`src/rtl/dsp_pkg.sv`:
```
// Shared DSP core constants and the fetch sequencer state encoding.
// Decode and the testbench import this too.
package dsp_pkg;

  localparam int ADDR_W  = 12;
  localparam int INSTR_W = 16;
  localparam int CNT_W   = 12;

  typedef enum logic [1:0] {
    ST_IDLE = 2'd0,
    ST_RUN  = 2'd1,
    ST_HALT = 2'd2
  } fetch_state_e;

  // Sequential successor; wraps 0xFFF -> 0x000 by truncation.
  function automatic logic [ADDR_W-1:0] pc_inc(input logic [ADDR_W-1:0] pc);
    return pc + 1'b1;
  endfunction

endpackage

```
`src/rtl/instr_fetch_ctrl_if.sv`:
```
// Fetch port bundle: decode control in, instruction memory address/data, decode-facing outputs.
// The master side is the fetch sequencer; the slave side is decode plus instrmem.
interface instr_fetch_ctrl_if;
  import dsp_pkg::*;

  logic               start;
  logic               stall;
  logic               halt;
  logic               jump;
  logic [ADDR_W-1:0]  jump_addr;
  logic               loop_start;
  logic [ADDR_W-1:0]  loop_end_addr;
  logic [CNT_W-1:0]   loop_count;
  logic [ADDR_W-1:0]  imem_addr;
  logic [INSTR_W-1:0] imem_instr;
  logic [INSTR_W-1:0] instr;
  logic [ADDR_W-1:0]  instr_pc;
  logic               instr_valid;
  logic               loop_active;
  logic               halted;

  modport master (
    input  start, stall, halt, jump, jump_addr,
    input  loop_start, loop_end_addr, loop_count,
    input  imem_instr,
    output imem_addr, instr, instr_pc, instr_valid, loop_active, halted
  );

  modport slave (
    output start, stall, halt, jump, jump_addr,
    output loop_start, loop_end_addr, loop_count,
    output imem_instr,
    input  imem_addr, instr, instr_pc, instr_valid, loop_active, halted
  );

endinterface

```
`src/rtl/loop_ctrl.sv`:
```
// Single-level zero-overhead hardware loop: holds body bounds and iterations left,
// and tells the PC mux when to branch back to the loop start.
module loop_ctrl
  import dsp_pkg::*;
(
  input  logic              clk,
  input  logic              reset,
  input  logic              arm_i,
  input  logic              clear_i,
  input  logic              advance_i,
  input  logic [ADDR_W-1:0] pc_i,
  input  logic [ADDR_W-1:0] instr_pc_i,
  input  logic [ADDR_W-1:0] loop_end_addr_i,
  input  logic [CNT_W-1:0]  loop_count_i,
  output logic              wrap_take_o,
  output logic [ADDR_W-1:0] wrap_addr_o,
  output logic              loop_active_o
);

  logic [ADDR_W-1:0] start_addr_q, start_addr_d;
  logic [ADDR_W-1:0] end_q, end_d;
  logic [CNT_W-1:0]  remaining_q, remaining_d;
  logic              active_q, active_d;
  logic              at_end;

  assign at_end        = active_q && (pc_i == end_q);
  assign wrap_take_o   = at_end && (remaining_q > CNT_W'(1));
  assign wrap_addr_o   = start_addr_q;
  assign loop_active_o = active_q;

  always_comb begin
    start_addr_d = start_addr_q;
    end_d        = end_q;
    remaining_d  = remaining_q;
    active_d     = active_q;
    if (clear_i) begin
      active_d = 1'b0;
    end else if (arm_i) begin
      // The body begins right after the instruction carrying the loop setup.
      start_addr_d = pc_inc(instr_pc_i);
      end_d        = loop_end_addr_i;
      remaining_d  = loop_count_i;
      active_d     = (loop_count_i != '0);
    end else if (advance_i && at_end) begin
      if (wrap_take_o) begin
        remaining_d = remaining_q - 1'b1;
      end else begin
        active_d = 1'b0;
      end
    end
  end

  always_ff @(posedge clk) begin
    if (reset) begin
      active_q <= 1'b0;
    end else begin
      active_q <= active_d;
    end
  end

  // Bounds and count are only meaningful while active, so they carry no reset.
  always_ff @(posedge clk) begin
    start_addr_q <= start_addr_d;
    end_q        <= end_d;
    remaining_q  <= remaining_d;
  end

endmodule

```
`src/rtl/instr_fetch_ctrl.sv`:
```
// Program sequencer: owns the PC, drives the instrmem address and presents each
// fetched instruction to decode with its address and a valid flag.
module instr_fetch_ctrl
  import dsp_pkg::*;
(
  input  logic               clk,
  input  logic               reset,
  instr_fetch_ctrl_if.master bus
);

  fetch_state_e      state_q, state_d;
  logic [ADDR_W-1:0] pc_q, pc_d;
  logic [ADDR_W-1:0] instr_pc_q;
  logic              instr_valid_q;
  logic [ADDR_W-1:0] imem_addr;
  logic              issue_valid;

  logic              run;
  logic              advance;
  logic              loop_arm;
  logic              loop_clear;
  logic              wrap_take;
  logic [ADDR_W-1:0] wrap_addr;
  logic              loop_active;

  assign run        = (state_q == ST_RUN);
  assign advance    = run && !bus.stall && !bus.halt && !bus.jump;
  assign loop_clear = run && !bus.stall && !bus.halt && bus.jump;
  assign loop_arm   = run && !bus.stall && !bus.halt && !bus.jump
                      && bus.loop_start && instr_valid_q;

  loop_ctrl u_loop_ctrl (
    .clk             (clk),
    .reset           (reset),
    .arm_i           (loop_arm),
    .clear_i         (loop_clear),
    .advance_i       (advance),
    .pc_i            (pc_q),
    .instr_pc_i      (instr_pc_q),
    .loop_end_addr_i (bus.loop_end_addr),
    .loop_count_i    (bus.loop_count),
    .wrap_take_o     (wrap_take),
    .wrap_addr_o     (wrap_addr),
    .loop_active_o   (loop_active)
  );

  always_comb begin
    state_d     = state_q;
    pc_d        = pc_q;
    imem_addr   = pc_q;
    issue_valid = 1'b0;
    unique case (state_q)
      ST_IDLE: begin
        if (bus.start) state_d = ST_RUN;
      end
      ST_RUN: begin
        if (bus.stall) begin
          // Re-read the instruction decode is holding so the outputs stay put.
          imem_addr   = instr_pc_q;
          issue_valid = instr_valid_q;
        end else if (bus.halt) begin
          state_d = ST_HALT;
        end else if (bus.jump) begin
          pc_d = bus.jump_addr;
        end else begin
          issue_valid = 1'b1;
          pc_d        = wrap_take ? wrap_addr : pc_inc(pc_q);
        end
      end
      ST_HALT: begin
        state_d = ST_HALT;
      end
      default: begin
        state_d = ST_IDLE;
      end
    endcase
  end

  always_ff @(posedge clk) begin
    if (reset) begin
      state_q       <= ST_IDLE;
      pc_q          <= '0;
      instr_pc_q    <= '0;
      instr_valid_q <= 1'b0;
    end else begin
      state_q       <= state_d;
      pc_q          <= pc_d;
      instr_pc_q    <= imem_addr;
      instr_valid_q <= issue_valid;
    end
  end

  assign bus.imem_addr   = imem_addr;
  assign bus.instr       = bus.imem_instr;
  assign bus.instr_pc    = instr_pc_q;
  assign bus.instr_valid = instr_valid_q;
  assign bus.loop_active = loop_active;
  assign bus.halted      = (state_q == ST_HALT);

endmodule

```
`src/flat_wrapper.sv`:
```
// flat-port wrapper written by rule: the top's interface ports become plain ports
module instr_fetch_ctrl_flat import dsp_pkg::*;
  (clk, reset, bus_start, bus_stall, bus_halt, bus_jump, bus_jump_addr, bus_loop_start, bus_loop_end_addr, bus_loop_count, bus_imem_instr, bus_imem_addr, bus_instr, bus_instr_pc, bus_instr_valid, bus_loop_active, bus_halted);
  instr_fetch_ctrl_if bus_i ();
  input  logic clk;
  input  logic reset;
  input wire logic [$bits(bus_i.start)-1:0] bus_start;
  input wire logic [$bits(bus_i.stall)-1:0] bus_stall;
  input wire logic [$bits(bus_i.halt)-1:0] bus_halt;
  input wire logic [$bits(bus_i.jump)-1:0] bus_jump;
  input wire logic [$bits(bus_i.jump_addr)-1:0] bus_jump_addr;
  input wire logic [$bits(bus_i.loop_start)-1:0] bus_loop_start;
  input wire logic [$bits(bus_i.loop_end_addr)-1:0] bus_loop_end_addr;
  input wire logic [$bits(bus_i.loop_count)-1:0] bus_loop_count;
  input wire logic [$bits(bus_i.imem_instr)-1:0] bus_imem_instr;
  output wire logic [$bits(bus_i.imem_addr)-1:0] bus_imem_addr;
  output wire logic [$bits(bus_i.instr)-1:0] bus_instr;
  output wire logic [$bits(bus_i.instr_pc)-1:0] bus_instr_pc;
  output wire logic [$bits(bus_i.instr_valid)-1:0] bus_instr_valid;
  output wire logic [$bits(bus_i.loop_active)-1:0] bus_loop_active;
  output wire logic [$bits(bus_i.halted)-1:0] bus_halted;
  assign bus_i.start = bus_start;
  assign bus_i.stall = bus_stall;
  assign bus_i.halt = bus_halt;
  assign bus_i.jump = bus_jump;
  assign bus_i.jump_addr = bus_jump_addr;
  assign bus_i.loop_start = bus_loop_start;
  assign bus_i.loop_end_addr = bus_loop_end_addr;
  assign bus_i.loop_count = bus_loop_count;
  assign bus_i.imem_instr = bus_imem_instr;
  assign bus_imem_addr = bus_i.imem_addr;
  assign bus_instr = bus_i.instr;
  assign bus_instr_pc = bus_i.instr_pc;
  assign bus_instr_valid = bus_i.instr_valid;
  assign bus_loop_active = bus_i.loop_active;
  assign bus_halted = bus_i.halted;
  instr_fetch_ctrl u_core (.clk(clk), .reset(reset), .bus(bus_i));
endmodule
```
`config.mk`:
```
export PLATFORM = sky130hd
export DESIGN_NAME = instr_fetch_ctrl_flat
export DESIGN_NICKNAME = d
export VERILOG_FILES = /design/src/rtl/dsp_pkg.sv /design/src/rtl/instr_fetch_ctrl_if.sv /design/src/rtl/loop_ctrl.sv /design/src/rtl/instr_fetch_ctrl.sv /design/src/flat_wrapper.sv
export SDC_FILE = /design/constraint.sdc
export NUM_CORES = 1
export LEC_CHECK = 0
export CAP_MARGIN = 20
export CELL_PAD_IN_SITES_DETAIL_PLACEMENT = 1
export CELL_PAD_IN_SITES_GLOBAL_PLACEMENT = 1
export CORE_MARGIN = 2
export CORE_UTILIZATION = 40
export CTS_BUF_LIST = sky130_fd_sc_hd__clkbuf_2
export DETAILED_ROUTE_END_ITERATION = 8
export PLACE_DENSITY = 0.95
export SLEW_MARGIN = 40
export SYNTH_ARGS = -nofsm -noshare
export SYNTH_HDL_FRONTEND = slang
export SYNTH_HIERARCHICAL = 1
export SYNTH_SLANG_ARGS = --single-unit
export TNS_END_PERCENT = 10
```
`constraint.sdc`:
```
create_clock -name clk -period 6.5 [get_ports clk]
set_input_delay 0.65 -clock clk [delete_from_list [all_inputs] [get_ports clk]]
set_output_delay 0.65 -clock clk [all_outputs]
set_load 0.01 [all_outputs]
```
## Word-level counts from Yosys, hierarchy flattened

Index checks and enable logic that the tools add are counted.

| word-level totals | value |
|---|---|
| register bits | 64 |
| bits of input ports | 59 |
| output and inout port bits | 43 |
| logic and storage cells | 62 |

| cells by class | value |
|---|---|
| add/sub/neg operators | 3 |
| $lt $le $gt $ge | 1 |
| equality and inequality tests | 7 |
| multiplexer cells | 16 |
| bitwise logic cells | 4 |
| reduce and logical (&&, ||, !) cells | 23 |

Operators by type and width:

| kind | count |
|---|---|
| 12-bit two-way mux | 7 |
| 12-bit by 1-bit adder with 12-bit output (second input constant) | 2 |
| 12-bit equality test | 1 |
| 12-bit by 1-bit > comparator with 1-bit output (second input constant) | 1 |
| 12-bit nonzero test | 1 |
| 12-bit by 1-bit subtractor with 12-bit output (second input constant) | 1 |
| 1-bit logical AND | 9 |
| 3-bit AND reduction | 3 |
| 2-bit two-way mux | 3 |
| 2-bit inequality test (second input constant) | 3 |
| 2-bit case mux with 3 select lines | 1 |
| 1-bit two-way mux | 5 |
| 1-bit NOT | 4 |
| 2-bit AND reduction | 2 |
| 2-bit nonzero test | 2 |
| 2-bit OR reduction | 2 |
| 1-bit logical NOT | 3 |
| 2-bit by 1-bit equality test with 1-bit output (second input constant) | 1 |
| 2-bit equality test (second input constant) | 1 |
| 2-bit logical NOT | 1 |
| 2-bit by 1-bit inequality test with 1-bit output (second input constant) | 1 |

## Longest topological paths before layout

| depth | value |
|---|---|
| depth after elaboration | 8 |
| depth in mapped cells | 10 |
| depth with buffers taken out | 9 |

## Hierarchy

The synthesis kept the hierarchy.

Modules (own cells, without submodules):

| module | times used | cells each | area an instance (um^2) | sequential area each (um^2) |
|---|---|---|---|---|
| loop_ctrl | 1 | 147 | 1845.5 | 1101.1 |
| instr_fetch_ctrl | 1 | 200 | 1672.9 | 540.5 |

## Least setup slack after synthesis

No wires, ideal clock.

| timing path | value |
|---|---|
| path kind | input to register |
| start | input bus_stall |
| end | register u_core.u_loop_ctrl.remaining_q[0], enable pin |
| setup time | 383 ps |
| arrival | 3312 ps |
| data required time | 6117 ps |
| setup slack | 2804 ps |
| stages on the path | 6 |
| path buffers | 1 |
| cells stage by stage | or3b_1 > nor2_2 > and3_1 > clkbuf_1 > nor2b_1 > o21bai_1 |

| on the way | value |
|---|---|
| word-level cells in the longest chain between the ends | 8 |
| elaborated cells on any way between the ends | 12 |
| those cells by class | bitwise (1); reduce/logical (11) |

Ends and longest elaborated chain:

| element | RTL line | source |
|---|---|---|
| start: declaration | flat_wrapper.sv:8 | `input wire logic [$bits(bus_i.stall)-1:0] bus_stall;` |
| 1-bit logical NOT (*) | instr_fetch_ctrl.sv:27 | `assign advance = run && !bus.stall && !bus.halt && !bus.jump;` |
| 1-bit logical AND (*) (3 in a row) | instr_fetch_ctrl.sv:27 |  |
| net u_core.advance | instr_fetch_ctrl.sv:19 | `logic advance;` |
| 1-bit logical AND (*) (2 in a row) | instr_fetch_ctrl.sv:30 | `&& bus.loop_start && instr_valid_q;` |
| net u_core.loop_arm | instr_fetch_ctrl.sv:20 | `logic loop_arm;` |
| 2-bit nonzero test (no line) | n/a |  |
| 3-bit AND reduction (no line) (*) | n/a |  |
| end signal: assignment | loop_ctrl.sv:65 | `remaining_q <= remaining_d;` |
| end: declaration | loop_ctrl.sv:22 | `logic [CNT_W-1:0] remaining_q, remaining_d;` |

Mark *: on every way through the listed nets, which the timed path passes. The rest lies on a longest branch.
A chain may end at the register's enable or synchronous reset.

## Worst setup path in the final report

| timing path | value |
|---|---|
| start | input bus_stall |
| end | register u_core.u_loop_ctrl.remaining_q[1], enable pin |

The elaborated chain is that of the path after synthesis.

==> results.json <==
{
  "outcome": "finished, final reports clean",
  "synth_warnings": 6,
  "synth.distinct_cells": 56,
  "fin_crit_sh_pct": 51.4,
  "coreArea_um2": 8640,
  "ys_ff_latch": 64,
  "critical_path.top_delay_family": "simple AND/OR/NAND/NOR gates",
  "rsz0062_at_grt": "no",
  "critPathBufInv": 2,
  "cts_sinks": 64,
  "crit_end": "u_core/u_loop_ctrl/remaining_q[1]",
  "final_cell_mix": "clkdlybuf4s50_1 (68), edfxtp_1 (36), dfxtp_1 (28)",
  "grt_antenna_before_repair": 0,
  "drt_iter0_markers": 112,
  "layout_commonest_cell": "clkdlybuf4s50_1",
  "clkLatencyLatePin_ps": 490,
  "num_rows": 34,
  "synthTopCellsByArea": "edfxtp_1 (31%), dfxtp_1 (16%), xnor2_1 (5.7%)",
  "worst_pin_slew_ps": 638,
  "detail_route.drc_violations": 0,
  "tns_ps": 0,
  "crit_start": "bus_stall",
  "hold-worst-slack_ps": 551,
  "drt-total-wl_um": 9350,
  "synth-edff-count": 36,
  "start_util_pct": 40.7,
  "ys_seq_area_share_pct": 46.7,
  "synth_top_area_cell": "edfxtp_1",
  "die_area_um2": 9560,
  "slew_viol_final": 0,
  "synth_area_per_cell_um2": 10.1,
  "hpwlAfterDp_um": 6940,
  "hold_violations": 0,
  "fin_ws_ps": 3160,
  "yosysTopAreaCellShare_pct": 30.7,
  "critPathCaptureType": "flop",
  "layoutNonFillerInstCount": 513,
  "cp_max_fo": 27,
  "max_cap_viol_count": 0,
  "worstPathArrival_ps": 3480,
  "period_minus_slack_ps": 3340,
  "wl_per_cell_um": 18.2,
  "finish.utilization_pct": 50.2,
  "clkTransAtPathRegs_ps": 170,
  "io_pins": 102,
  "synth_cells": 347,
  "synth_area_um2": 3520,
  "grt_max_degree": 30,
  "cts_hold_buffers": 0,
  "vias": 2840,
  "fp.dieH_um": 97.8,
  "ir_worst_vdd_v": 0.000125,
  "cts_buffer_depth": 2,
  "hp-class": "flop to flop",
  "ant_nets": 0,
  "finalSetupViolations": 0,
  "h-tree-depth": 3,
  "overflow": 0,
  "path_depth": 7,
  "diodes": 0,
  "critPathSlowestCell": "or3b_1",
  "syn_nets": 413,
  "cp-start-kind": "primary input",
  "ff2ff_path_depth": 8,
  "worstReg2RegEnd": "u_core/u_loop_ctrl/remaining_q[1]",
  "timing.rr.start": "u_core/state_q[1]",
  "layout.nets": 466,
  "cp_cell_sequence": "clkdlybuf4s50_1 > or3b_1 > nor2_2 > and3_2 > nor2b_2 > buf_4 > o21bai_2",
  "cts_resized": 0,
  "fp.dieW_um": 97.8,
  "relSlewSlack_pct": 57.1,
  "drive_gt1_share_pct": 8.89,
  "dp_cells": 497,
  "post-place-ws_ps": 2350,
  "grt_usage_pct": 20.2,
  "grt_pass1_vias": 3133,
  "root_buffer": "clkbuf_2",
  "routed_via_density": 5.54,
  "cts_buffers": 9,
  "first_pass_iters": 4,
  "cts_tree": "done",
  "slowest_delay_ps": 660,
  "async_reset_ff_share_pct": 0,
  "grt_pass1_wl_um": 15400,
  "clock_skew_ps": 21.0,
  "crit_required_ps": 6640,
  "criticalPathCategory": "primary input to flop",
  "powerDensity_nw_per_um2": 209,
  "cts_setup_buffers": 0,
  "area_delta_synth_final_pct": 23.3,
  "p_leak_nw": 1.49,
  "r2r_slack_ps": 3170,
  "fmax_mhz": 300,
  "place_congestion": 0.809,
  "port_buffers": 69,
  "synthFlopType": "edfxtp_1"
}
==> worst reg2reg max path: stages, from the launching register on <==
cell,delay (ps)
dfxtp_1,370
inv_1,80
ha_1,220
or3b_1,620
nor2_2,290
and3_2,490
nor2b_2,220
buf_4,330
o21bai_2,360
==> cell families after synthesis <==
family / share of synthesized area, %
AO/OA/AOI/OAI: 11.4
flip-flops: 46.7
AND/OR/NAND/NOR: 19.3
XOR/XNOR: 8.46
buffers and inverters: 6.40
multiplexers: 5.30
adder cells (fa/ha/maj): 2.49
==> cell usage after synthesis, drive strengths merged (12+ instances only) <==
master  count
xnor2      23
nor2b      15
a21oi      17
nand3      16
inv        12
mux2       13
dfxtp      28
edfxtp     36
nand2      26
buf        20
o21ai      23
nor2       14
==> layout make-up <==
cell class,instances,area [um^2]
Multi-Input combinational cell,240,1670
Timing Repair Buffer,73,716
Tap cell,108,135
Fill cell,971,4300
Clock inverter,6,83.8
Clock buffer,10,50.0
Sequential cell,64,1640
Inverter,12,45.0
==> power by group <==
group	total, W	switching (W)	leakage [nW]	internal (W)
registers	0.000466	0.0000256	0.561	0.000441
clock network	0.000272	0.000145	0.0756	0.000127
logic	0.000169	0.0000786	0.853	0.0000908
==> flip-flops by register name, indices dropped and copies added, names as in the netlist <==
signal and count:
u_core/u_loop_ctrl/loop_active_o 1, u_core/bus.instr_valid 1, u_core/pc_q 12, u_core/u_loop_ctrl/wrap_addr_o 12, u_core/u_loop_ctrl/end_q 12, u_core/u_loop_ctrl/remaining_q 12
u_core/state_q 2, u_core/bus.instr_pc 12
==> through the flow <==
step | cell area [um^2] | power, W
floorplan | 3520 | 0.000576
global placement | 4200 | 0.000635
detailed placement | 4200 | 0.000645
CTS | 4340 | 0.000915
global route | 4340 | 0.000950
finish | 4340 | 0.000907
==> worst min path at each step <==
stage / cells past startpoint / to / slack [ps] / start
floorplan: 2 / u_core/state_q[1] / 490 / u_core/state_q[1]
detailed placement: 2 / u_core/state_q[0] / 520 / u_core/state_q[0]
global route: 2 / u_core/state_q[0] / 580 / u_core/state_q[0]
finish: 2 / u_core/state_q[0] / 550 / u_core/state_q[0]
global placement: 2 / u_core/state_q[1] / 510 / u_core/state_q[1]
CTS: 2 / u_core/state_q[0] / 550 / u_core/state_q[0]
==> routing by layer <==
| layer | GRT usage, % | share of wire, % | routed length [um] |
|---|---|---|---|
| met2 | 36.8 | 51 | 4800 |
| met5 | 0 | 0 | 0 |
| met4 | 6.09 | 1.3 | 121 |
| met1 | 22.5 | 40 | 3760 |
| met3 | 6.59 | 7.1 | 661 |
No activity file was read; power rests on OpenSTA's default activity.
